## src/rtl/posit_pkg.sv

```systemverilog
// Shared posit definitions: decoded-field sizing, saturation bounds and
// magnitude constants used by the encoders and arithmetic units.
package posit_pkg;

    typedef enum logic [0:0] {NORMAL, WIDE} pd_type;

    function automatic int unsigned get_scale_width(pd_type t, int unsigned n, int unsigned es);
        int unsigned w;
        w = $clog2(n) + es + 2;
        return (t == WIDE) ? w + 2 : w;
    endfunction

    // NORMAL carries exactly the fraction bits a minimal-regime posit can hold.
    function automatic int unsigned get_fraction_width(pd_type t, int unsigned n,
                                                       int unsigned es);
        return (t == WIDE) ? 2 * n : n - es - 3;
    endfunction

    function automatic int get_max_scale(int unsigned n, int unsigned es);
        return int'((n - 2) << es);
    endfunction

    function automatic logic [63:0] get_maxpos(int unsigned n);
        return (64'd1 << (n - 1)) - 64'd1;
    endfunction

    function automatic logic [63:0] get_minpos();
        return 64'd1;
    endfunction

endpackage

```

## src/rtl/pd_control_if.sv

```systemverilog
// Decoded-posit handshake bus: sign/scale/fraction with G/R/S, specials and
// frame markers on an rts/rtr handshake.
interface pd_control_if #(
    parameter int unsigned SCALE_WIDTH    = 7,
    parameter int unsigned FRACTION_WIDTH = 12
);
    logic                      rts;
    logic                      rtr;
    logic                      sow;
    logic                      eow;
    logic                      sign;
    logic [SCALE_WIDTH-1:0]    scale;
    logic [FRACTION_WIDTH-1:0] fraction;
    logic                      guard;
    logic                      round;
    logic                      sticky;
    logic                      nar;
    logic                      zero;

    modport master (
        output rts, sow, eow, sign, scale, fraction, guard, round, sticky, nar, zero,
        input  rtr
    );

    modport slave (
        input  rts, sow, eow, sign, scale, fraction, guard, round, sticky, nar, zero,
        output rtr
    );
endinterface

```

## src/rtl/posit_round_pack.sv

```systemverilog
// Round-to-nearest-even of a left-aligned posit magnitude field to N-1 bits,
// with saturation so a nonzero value never becomes zero or NaR.
module posit_round_pack
    import posit_pkg::*;
#(
    parameter int unsigned POSIT_WIDTH = 16,
    parameter int unsigned FIELD_WIDTH = 43
) (
    input  logic [FIELD_WIDTH-1:0] field,
    input  logic                   sticky,
    input  logic                   sat_max,
    input  logic                   sat_min,
    output logic [POSIT_WIDTH-1:0] magnitude
);
    localparam int unsigned N = POSIT_WIDTH;

    logic [N-2:0] kept;
    logic         round_bit;
    logic         sticky_bit;
    logic         round_up;
    logic [N-1:0] sum;

    assign kept       = field[FIELD_WIDTH-1 -: N-1];
    assign round_bit  = field[FIELD_WIDTH-N];
    assign sticky_bit = sticky | (|field[FIELD_WIDTH-N-1:0]);
    assign round_up   = round_bit & (sticky_bit | kept[0]);
    assign sum        = {1'b0, kept} + {{(N-1){1'b0}}, round_up};

    always_comb begin
        if (sat_max || sum[N-1]) begin
            magnitude = N'(get_maxpos(N));
        end else if (sat_min || sum == '0) begin
            magnitude = N'(get_minpos());
        end else begin
            magnitude = sum;
        end
    end
endmodule

```

## src/rtl/posit_encoder_stream.sv

```systemverilog
// Two-stage streaming posit encoder: S1 builds the regime/exponent/fraction
// field, S2 rounds, saturates and applies sign. Stages stall independently.
module posit_encoder_stream
    import posit_pkg::*;
#(
    parameter int unsigned POSIT_WIDTH = 16,
    parameter int unsigned POSIT_ES    = 1,
    parameter pd_type      PD_TYPE     = NORMAL
) (
    input  logic                   clk,
    input  logic                   rst,
    pd_control_if.slave            pd_in,
    output logic                   posit_rts,
    input  logic                   posit_rtr,
    output logic                   posit_sow,
    output logic                   posit_eow,
    output logic [POSIT_WIDTH-1:0] posit_data
);
    localparam int unsigned N       = POSIT_WIDTH;
    localparam int unsigned SW      = get_scale_width(PD_TYPE, N, POSIT_ES);
    localparam int unsigned FW      = get_fraction_width(PD_TYPE, N, POSIT_ES);
    localparam int unsigned FIELD_W = 2 * N + FW - 1;  // field without the sign bit
    localparam int unsigned TAIL_W  = POSIT_ES + FW + 2;
    localparam int unsigned PAD_W   = FIELD_W - 2 - TAIL_W;
    localparam logic signed [SW-1:0] MAX_SCALE = SW'(get_max_scale(N, POSIT_ES));

    logic signed [SW-1:0] scale_s;
    logic signed [SW-1:0] k;
    logic [SW-1:0]        shamt;
    logic [TAIL_W-1:0]    tail;
    logic [FIELD_W-1:0]   field;
    logic                 sat_max;
    logic                 sat_min;

    logic               s1_valid_q, s1_sign_q, s1_nar_q, s1_zero_q, s1_sow_q, s1_eow_q;
    logic               s1_sat_max_q, s1_sat_min_q, s1_sticky_q;
    logic [FIELD_W-1:0] s1_field_q;
    logic               s2_valid_q, s2_sow_q, s2_eow_q;
    logic [N-1:0]       s2_data_q;
    logic [N-1:0]       magnitude;
    logic [N-1:0]       s2_data_d;
    logic               s1_ready;
    logic               s2_ready;

    assign scale_s = $signed(pd_in.scale);
    assign k       = scale_s >>> POSIT_ES;
    assign shamt   = k[SW-1] ? -k : k;
    // Low es bits of scale are the exponent field.
    assign tail    = TAIL_W'({pd_in.scale, pd_in.fraction, pd_in.guard, pd_in.round});
    assign sat_max = scale_s >= MAX_SCALE;
    assign sat_min = scale_s <= -MAX_SCALE;

    // k >= 0: k+1 ones then 0 via sign-extending shift; k < 0: -k zeros then 1.
    always_comb begin
        if (k[SW-1]) begin
            field = {1'b1, tail, {PAD_W{1'b0}}, 1'b0} >> shamt;
        end else begin
            field = $signed({2'b10, tail, {PAD_W{1'b0}}}) >>> shamt;
        end
    end

    assign s2_ready  = !s2_valid_q || posit_rtr;
    assign s1_ready  = !s1_valid_q || s2_ready;
    assign pd_in.rtr = s1_ready;

    always_ff @(posedge clk or posedge rst) begin
        if (rst) begin
            s1_valid_q   <= 1'b0;
            s1_sign_q    <= 1'b0;
            s1_nar_q     <= 1'b0;
            s1_zero_q    <= 1'b0;
            s1_sow_q     <= 1'b0;
            s1_eow_q     <= 1'b0;
            s1_sat_max_q <= 1'b0;
            s1_sat_min_q <= 1'b0;
            s1_sticky_q  <= 1'b0;
            s1_field_q   <= '0;
        end else if (s1_ready) begin
            s1_valid_q <= pd_in.rts;
            if (pd_in.rts) begin
                s1_sign_q    <= pd_in.sign;
                s1_nar_q     <= pd_in.nar;
                s1_zero_q    <= pd_in.zero;
                s1_sow_q     <= pd_in.sow;
                s1_eow_q     <= pd_in.eow;
                s1_sat_max_q <= sat_max;
                s1_sat_min_q <= sat_min;
                s1_sticky_q  <= pd_in.sticky;
                s1_field_q   <= field;
            end
        end
    end

    posit_round_pack #(
        .POSIT_WIDTH (N),
        .FIELD_WIDTH (FIELD_W)
    ) u_round_pack (
        .field     (s1_field_q),
        .sticky    (s1_sticky_q),
        .sat_max   (s1_sat_max_q),
        .sat_min   (s1_sat_min_q),
        .magnitude (magnitude)
    );

    always_comb begin
        if (s1_nar_q) begin
            s2_data_d = {1'b1, {(N-1){1'b0}}};
        end else if (s1_zero_q) begin
            s2_data_d = '0;
        end else if (s1_sign_q) begin
            s2_data_d = -magnitude;
        end else begin
            s2_data_d = magnitude;
        end
    end

    always_ff @(posedge clk or posedge rst) begin
        if (rst) begin
            s2_valid_q <= 1'b0;
            s2_sow_q   <= 1'b0;
            s2_eow_q   <= 1'b0;
            s2_data_q  <= '0;
        end else if (s2_ready) begin
            s2_valid_q <= s1_valid_q;
            if (s1_valid_q) begin
                s2_sow_q  <= s1_sow_q;
                s2_eow_q  <= s1_eow_q;
                s2_data_q <= s2_data_d;
            end
        end
    end

    assign posit_rts  = s2_valid_q;
    assign posit_sow  = s2_sow_q;
    assign posit_eow  = s2_eow_q;
    assign posit_data = s2_data_q;
endmodule

```

## src/flat_wrapper.sv

```systemverilog
// flat-port wrapper written by rule: the top's interface ports become plain ports
module posit_encoder_stream_flat import posit_pkg::*;
#(
    parameter int unsigned POSIT_WIDTH = 16,
    parameter int unsigned POSIT_ES    = 1,
    parameter pd_type      PD_TYPE     = NORMAL
)
  (clk, rst, posit_rts, posit_rtr, posit_sow, posit_eow, posit_data, pd_in_rts, pd_in_sow, pd_in_eow, pd_in_sign, pd_in_scale, pd_in_fraction, pd_in_guard, pd_in_round, pd_in_sticky, pd_in_nar, pd_in_zero, pd_in_rtr);
  pd_control_if pd_in_i ();
  input  logic clk;
  input  logic rst;
  output logic posit_rts;
  input  logic posit_rtr;
  output logic posit_sow;
  output logic posit_eow;
  output logic [POSIT_WIDTH-1:0] posit_data;
  input wire logic [$bits(pd_in_i.rts)-1:0] pd_in_rts;
  input wire logic [$bits(pd_in_i.sow)-1:0] pd_in_sow;
  input wire logic [$bits(pd_in_i.eow)-1:0] pd_in_eow;
  input wire logic [$bits(pd_in_i.sign)-1:0] pd_in_sign;
  input wire logic [$bits(pd_in_i.scale)-1:0] pd_in_scale;
  input wire logic [$bits(pd_in_i.fraction)-1:0] pd_in_fraction;
  input wire logic [$bits(pd_in_i.guard)-1:0] pd_in_guard;
  input wire logic [$bits(pd_in_i.round)-1:0] pd_in_round;
  input wire logic [$bits(pd_in_i.sticky)-1:0] pd_in_sticky;
  input wire logic [$bits(pd_in_i.nar)-1:0] pd_in_nar;
  input wire logic [$bits(pd_in_i.zero)-1:0] pd_in_zero;
  output wire logic [$bits(pd_in_i.rtr)-1:0] pd_in_rtr;
  assign pd_in_i.rts = pd_in_rts;
  assign pd_in_i.sow = pd_in_sow;
  assign pd_in_i.eow = pd_in_eow;
  assign pd_in_i.sign = pd_in_sign;
  assign pd_in_i.scale = pd_in_scale;
  assign pd_in_i.fraction = pd_in_fraction;
  assign pd_in_i.guard = pd_in_guard;
  assign pd_in_i.round = pd_in_round;
  assign pd_in_i.sticky = pd_in_sticky;
  assign pd_in_i.nar = pd_in_nar;
  assign pd_in_i.zero = pd_in_zero;
  assign pd_in_rtr = pd_in_i.rtr;
  posit_encoder_stream #(.POSIT_WIDTH(POSIT_WIDTH), .POSIT_ES(POSIT_ES), .PD_TYPE(PD_TYPE)) u_core (.clk(clk), .rst(rst), .pd_in(pd_in_i), .posit_rts(posit_rts), .posit_rtr(posit_rtr), .posit_sow(posit_sow), .posit_eow(posit_eow), .posit_data(posit_data));
endmodule
```

## config.mk

```make
export PLATFORM = sky130hd
export DESIGN_NAME = posit_encoder_stream_flat
export DESIGN_NICKNAME = d
export VERILOG_FILES = /design/src/rtl/posit_pkg.sv /design/src/rtl/pd_control_if.sv /design/src/rtl/posit_round_pack.sv /design/src/rtl/posit_encoder_stream.sv /design/src/flat_wrapper.sv
export SDC_FILE = /design/constraint.sdc
export NUM_CORES = 1
export LEC_CHECK = 0
export CAP_MARGIN = 5
export CORE_MARGIN = 2
export CORE_UTILIZATION = 40
export CTS_CLUSTER_DIAMETER = 200
export DETAILED_ROUTE_END_ITERATION = 6
export GPL_TIMING_DRIVEN = 0
export PLACE_DENSITY = 0.59
export SETUP_SLACK_MARGIN = 0.2
export SLEW_MARGIN = 20
export SYNTH_ARGS = -nofsm -noshare
export SYNTH_HDL_FRONTEND = slang
export SYNTH_SLANG_ARGS = --single-unit
```

## constraint.sdc

```tcl
create_clock -name clk -period 3.9 [get_ports clk]
set_input_delay 0.39 -clock clk [delete_from_list [all_inputs] [get_ports clk]]
set_output_delay 0.39 -clock clk [all_outputs]
set_load 0.05 [all_outputs]
```

==> results of run 1 <==
[power breakdown]
group / switching, mW / total (mW) / internal [mW]
combinational: 0.922 / 1.39 / 0.471
clock: 0.337 / 0.765 / 0.428
sequential: 0.0985 / 0.977 / 0.879
[per-stage QoR]
step           TNS, ps  worst slack, ps  hold slack [ps]  instances
5_1_grt              0              146              437        962
3_3_place_gp      -197             -114              462        943
2_1_floorplan        0              728              442        715
6_report             0              167              414        962
3_5_place_dp      -158             -158              459        944
4_1_cts              0              156              421        960
[worst paths after layout]
kind,to
setup reg to reg,u_core.posit_data[12]
hold reg to reg,u_core.s1_eow_q
setup / recovery,u_core.posit_data[12]
min in group clk,u_core.s1_eow_q
hold / removal,u_core.s1_field_q[31]
max in group asynchronous,u_core.s1_field_q[21]
[critical path: stages, from the launching register on]
cell	delay, ps
dfrtp_2	450
and2_1	180
ha_1	170
buf_2	160
a31o_2	260
a2111oi_2	360
o32a_1	290
nand3b_4	130
o31ai_4	360
inv_1	120
ha_2	220
nand2_1	100
a21o_1	150
o21ai_0	160
xnor2_1	370
o21ai_0	120
[synth_stat cells, types with 3 or more instances]
cell type	instances	share of area, %
a211oi_1	6	0.80
a21boi_0	4	0.53
a21o_1	3	0.40
a21oi_1	67	5.9
a221o_1	4	0.71
a221oi_1	4	0.62
a22o_1	3	0.46
a22oi_1	11	1.5
a2bb2oi_1	3	0.46
a31oi_1	13	1.4
and2_1	7	0.77
and3_1	7	0.77
and4_1	3	0.46
buf_1	5	0.33
buf_2	7	0.62
buf_4	4	0.53
clkbuf_1	41	2.7
dfrtp_1	71	31
ha_1	3	0.66
inv_1	15	1.0
mux2_2	6	1.2
mux2i_1	18	3.2
mux4_2	12	4.8
nand2_1	89	5.9
nand2b_1	9	1.0
nand3_1	19	1.7
nand4_1	3	0.33
nor2_1	75	5.0
nor3_1	18	1.6
nor4_1	13	1.4
o211ai_1	3	0.40
o21a_1	7	0.93
o21ai_0	67	5.9
o221ai_1	6	0.93
o22ai_1	4	0.44
o31ai_1	11	1.5
or2_2	4	0.44
or3_1	4	0.44
xnor2_1	19	2.9
xor2_1	10	1.5
[layer usage]
metal	wire length [um]	vias up	GRT usage (%)
met5	0	-	0
met4	1450	0	19.8
met3	1490	83	5.39
met2	10900	291	51.8
met1	9030	2963	36.3
li1	-	2748	-
[state kept, by name (all words and copies together) (netlist names)]
| signal | count |
|---|---|
| u_core.posit_eow | 1 |
| u_core.s1_field_q | 43 |
| u_core.s1_valid_q | 1 |
| u_core.s1_sat_max_q | 1 |
| u_core.posit_data | 16 |
| u_core.s1_sign_q | 1 |
| u_core.posit_rts | 1 |
| u_core.s1_sticky_q | 1 |
| u_core.s1_sat_min_q | 1 |
| u_core.s1_zero_q | 1 |
| u_core.posit_sow | 1 |
| u_core.s1_nar_q | 1 |
| u_core.s1_eow_q | 1 |
| u_core.s1_sow_q | 1 |
[repair_timing]
item / CTS / global route
setup buffers: 1 / 2
pin swaps: 2 / 3
gates resized for setup: 3 / 16
setup endpoints to repair: 6 / 13
[kinds of logic after synthesis]
logic type                 after synthesis
DFF                                     71
and+or+nand+nor                        266
AOI/OAI and AO/OA                      237
muxes                                   36
buffers and inverters                   73
adders and majority gates                3
xor gates and xnor gates                29
[layout make-up]
class	instances	area, um^2
Inverter	16	62.6
Tap cell	180	225
Fill cell	1372	7080
Multi-Input combinational cell	571	3640
Buffer	57	243
Sequential cell	71	1780
Clock inverter	5	35.0
Timing Repair Buffer	52	531
Clock buffer	10	229
==> results.ini, run 1 <==
[status]
status=completed

[placement]
placed_area_um2=6390
port_buffers=48
place_congestion=1.05
dp_hpwl_um=17400

[logic_synthesis]
ys_seq_area_share_pct=31.4
ys_types=68
synthArstFlopShare_pct=100
syn-cell-area_um2=5650
synth_top_family_by_area=compound AO/OA/AOI/OAI gates
synth_fp_nets=749
synthSimpleGateAreaFrac_pct=22.6
synth_seq_cells=71
synth-adder-area-share_pct=0.664
avgSynthCellArea_um2=7.91
synth_flop_cell=dfrtp_1
synth_edf_count=0
synthXorXnorAreaFrac_pct=4.49
synth_compound_area_share_pct=26.4
ys_warn_count=0
synthMuxAreaShare_pct=9.16
syn_inst=715

[detailed_routing]
drt_wl_total_um=22900
vias=6085
final_antenna_net_count=0
routed_via_density=6.33
wl_per_cell_um=23.8
drc=0
drtIter0Drc=601
drtPass1Iterations=7

[final_layout]
final_util_pct=48.8
final_common_cell=nand2_1
final_layout_size_suffix_gt1_share_pct=9.85
fin_nets=812
antennaDiodeCount=0
final_cell_mix=nand2_1, nor2_1, dfrtp_1
design_area_um2=6750
syn2layout_area_growth_pct=19.4

[global_routing]
grt_overflow_total=0
grt_pass1_vias=6075
antenna_found_initial=0
grt_pass1_wl_um=34400
grt_max_degree=46
grt_usage_pct=30.9

[die]
coreArea_um2=13800
placementRows=43
die_x_um=123
ios=51
die_y_um=123
dieArea_um2=15100
start_util_pct=40.9

[worst_setup_path]
r2r_cells=15
critPathMaxFanout=7
start_kind=register
crit_arrival_ps=3950
critPathRequiredTime_ps=4110
startpoint=u_core.s1_field_q[28]
r2r-start=u_core.s1_field_q[28]
reg2reg_slack_ps=170
endpoint_kind=register
worstSetupPathType=register to register

[job]
max-cap-violations=0

[sta]
fin_skew_ps=9.82
final.period_utilization_pct=95.7
fmax_mhz=268
worst_pin_slew_ps=752
finalHoldViolations=0
rsz0062_at_grt=true
slew_violations=0
final.min_clock_period_ps=3730
setup_viol=0
maxSlewHeadroom_pct=49.9

[power_and_ir_drop]
leakage_nw=2.66
power.total_mw=3.14
vdd.ir_drop.worst_mv=0.187
power.density_nw_per_um2=465

[clock_tree]
clock_sinks=71
cts_buffer_depth=2
cts_hold_buffers=0
root_buffer=clkbuf_16
h-tree-depth=3
path_clk_slew_ps=70
clk_latency_ps=340
cts_buffers=9
cts_tree=yes

[min_path]
hp-class=input pin to async pin

Note: power is estimated with default switching activity, not from simulation.
==> run 2: changes to the inputs <==
- CORE_UTILIZATION: 40 -> 59
- GPL_TIMING_DRIVEN: 0 -> not set
- PLACE_DENSITY: 0.59 -> 0.81
==> run 2 against run 1 <==
Effect of this change: worst hold slack worse by 190 ps; clock power down 15%; first-iteration DRC count is 1.0% lower; critical path depth is 1 lower; register-to-register slack improved by 250 ps; via count is 3.8% lower; global-route usage grew 5.9 points; cell count fell by 8.7%; fmax increased by 7.2%; critical path type unchanged; largest power group unchanged; highest routed layer unchanged.
==> results.ini, run 2 (synthesis results as in run 1) <==
[placement]
place_inst=860
dp_hpwl_um=13600
place_congestion=1.04
port_buffers=50

[sta]
worst_pin_slew_ps=895
rsz0062_at_grt=false
finalHoldViolations=0
fin_skew_ps=10.9
final.period_utilization_pct=89.3
setup_viol=0
fmax_mhz=287
maxSlewHeadroom_pct=40.4
final.min_clock_period_ps=3480
slew_violations=0
tns_ps=0

[detailed_routing]
vias=5854
final_antenna_net_count=0
wl_per_cell_um=20.9
drt_wl_total_um=18300
routed_via_density=6.67
drc=0
drtPass1Iterations=6
drtIter0Drc=595

[final_layout]
final_cell_mix=nand2_1, nor2_1, dfrtp_1
regMostFlops=u_core.s1_field_q
largest_reg_flops=43
final_layout_size_suffix_gt1_share_pct=10.8
fin_cells=878
syn2layout_area_growth_pct=15.4
antennaDiodeCount=0
fin_nets=778
final_common_cell=nand2_1

[status]
status=completed

[worst_setup_path]
start_kind=register
reg2reg_slack_ps=420
r2r-end=u_core.posit_data[14]
crit_top_cell=nand2_1
endpoint=u_core.posit_data[14]
critical_path.top_delay_family=simple AND/OR/NAND/NOR gates
path_depth=14
worstSetupPathType=register to register
r2r_cells=14
path_buf_inv=1
startpoint=u_core.s1_field_q[27]
crit_arrival_ps=3760
cpMaxStageDelayCell=dfrtp_1
cpPeakStageDelay_ps=470
r2r-start=u_core.s1_field_q[27]
endpoint_kind=register
critPathRequiredTime_ps=4180
critPathMaxFanout=7
crit_chain=and2_1 -> ha_2 -> nand2_1 -> nor4_1 -> o32a_1 -> nand3b_2 -> o31ai_4 -> inv_1 -> ha_1 -> nand2_1 -> a21o_1 -> o31ai_1 -> xor2_1 -> o21ai_0

[clock_tree]
clock_sinks=71
root_buffer=clkbuf_8
path_clk_slew_ps=90
clk_latency_ps=360
h-tree-depth=3
cts_buffers=9
cts_tree=yes
cts_buffer_depth=2

[job]
max-cap-violations=0

[power_and_ir_drop]
intPower_mw=1.64
vdd.ir_drop.worst_mv=0.216
power.density_nw_per_um2=449
leakage_nw=2.62
p_sw_mw=1.28
seq_power_share_pct=34.9
power.total_mw=2.93
p_clk_share_pct=22.2
combPwrFrac_pct=42.9
swShare_pct=43.9

[die]
placementRows=35
start_util_pct=60.9
dieArea_um2=10400
die_x_um=102
coreArea_um2=9280
die_y_um=102
ios=51

[global_routing]
grt_overflow_total=0
grt_pass1_vias=5548
grt_max_degree=46
antenna_found_initial=0
grt_pass1_wl_um=29600
grt_usage_pct=36.8

[min_path]
hp-class=input pin to async pin

[run 2: area by class of cell]
class                   count  area (um^2)
repair buffers             75          688
multi-input cells         571         3630
well taps                 129          161
flip-flops and latches     71         1780
clock inverters             7         85.1
clock buffers               9          124
fillers                   754         2760
inverters                  16         60.1
[run 2: power by group through the flow]
stage | Clock (mW) | Combinational, mW | Sequential (mW)
CTS | 0.658 | 1.22 | 1.02
global placement | 0 | 1.20 | 1.02
floorplan | 0 | 0.726 | 1.13
finish | 0.650 | 1.26 | 1.02
detailed placement | 0 | 1.22 | 1.03
global route | 0.690 | 1.35 | 1.04
[run 2: timing repair]
item                       4_1_cts  5_1_grt
setup endpoints to repair        0        7
hold buffers                     0        0
setup buffers                    0        2
gates resized for setup          0        6
[run 2: worst reg2reg max path: stages, from the launching register on]
cell      delay (ps)
dfrtp_1          470
and2_1           200
ha_2             270
nand2_1          210
nor4_1           430
o32a_1           270
nand3b_2         150
o31ai_4          300
inv_1            110
ha_1             240
nand2_1          100
a21o_1           170
o31ai_1          110
xor2_1           180
o21ai_0          190
[run 2: how the worst min path moves through the flow]
stage | startpoint | cells after the start | to | slack (ps)
floorplan | u_core.s1_eow_q | 2 | u_core.s1_eow_q | 440
global placement | u_core.s1_sow_q | 2 | u_core.s1_sow_q | 460
detailed placement | u_core.s1_sow_q | 2 | u_core.s1_sow_q | 460
CTS | rst | 2 | u_core.s1_valid_q | 220
global route | rst | 2 | u_core.s1_valid_q | 240
finish | rst | 2 | u_core.s1_valid_q | 230
[run 2: per-stage QoR]
stage | util, % | hold slack [ps] | instance area (um^2) | setup slack (ps)
after floorplan | - | 442 | 5650 | 728
after global placement | 67.5 | 456 | 6260 | 560
after detailed placement | 67.5 | 460 | 6260 | 327
after CTS | 69.7 | 220 | 6470 | 289
after global routing | 70.3 | 242 | 6520 | 207
final | 70.3 | 227 | 6520 | 417
[run 2: metal layers]
layer / global-route usage [%] / vias up / part of all wire, %
li1: - / 2675 / -
met1: 44.7 / 2767 / 38
met2: 62.9 / 335 / 49
met3: 6.84 / 77 / 7.9
met4: 18.5 / 0 / 5.1
met5: 0 / - / 0
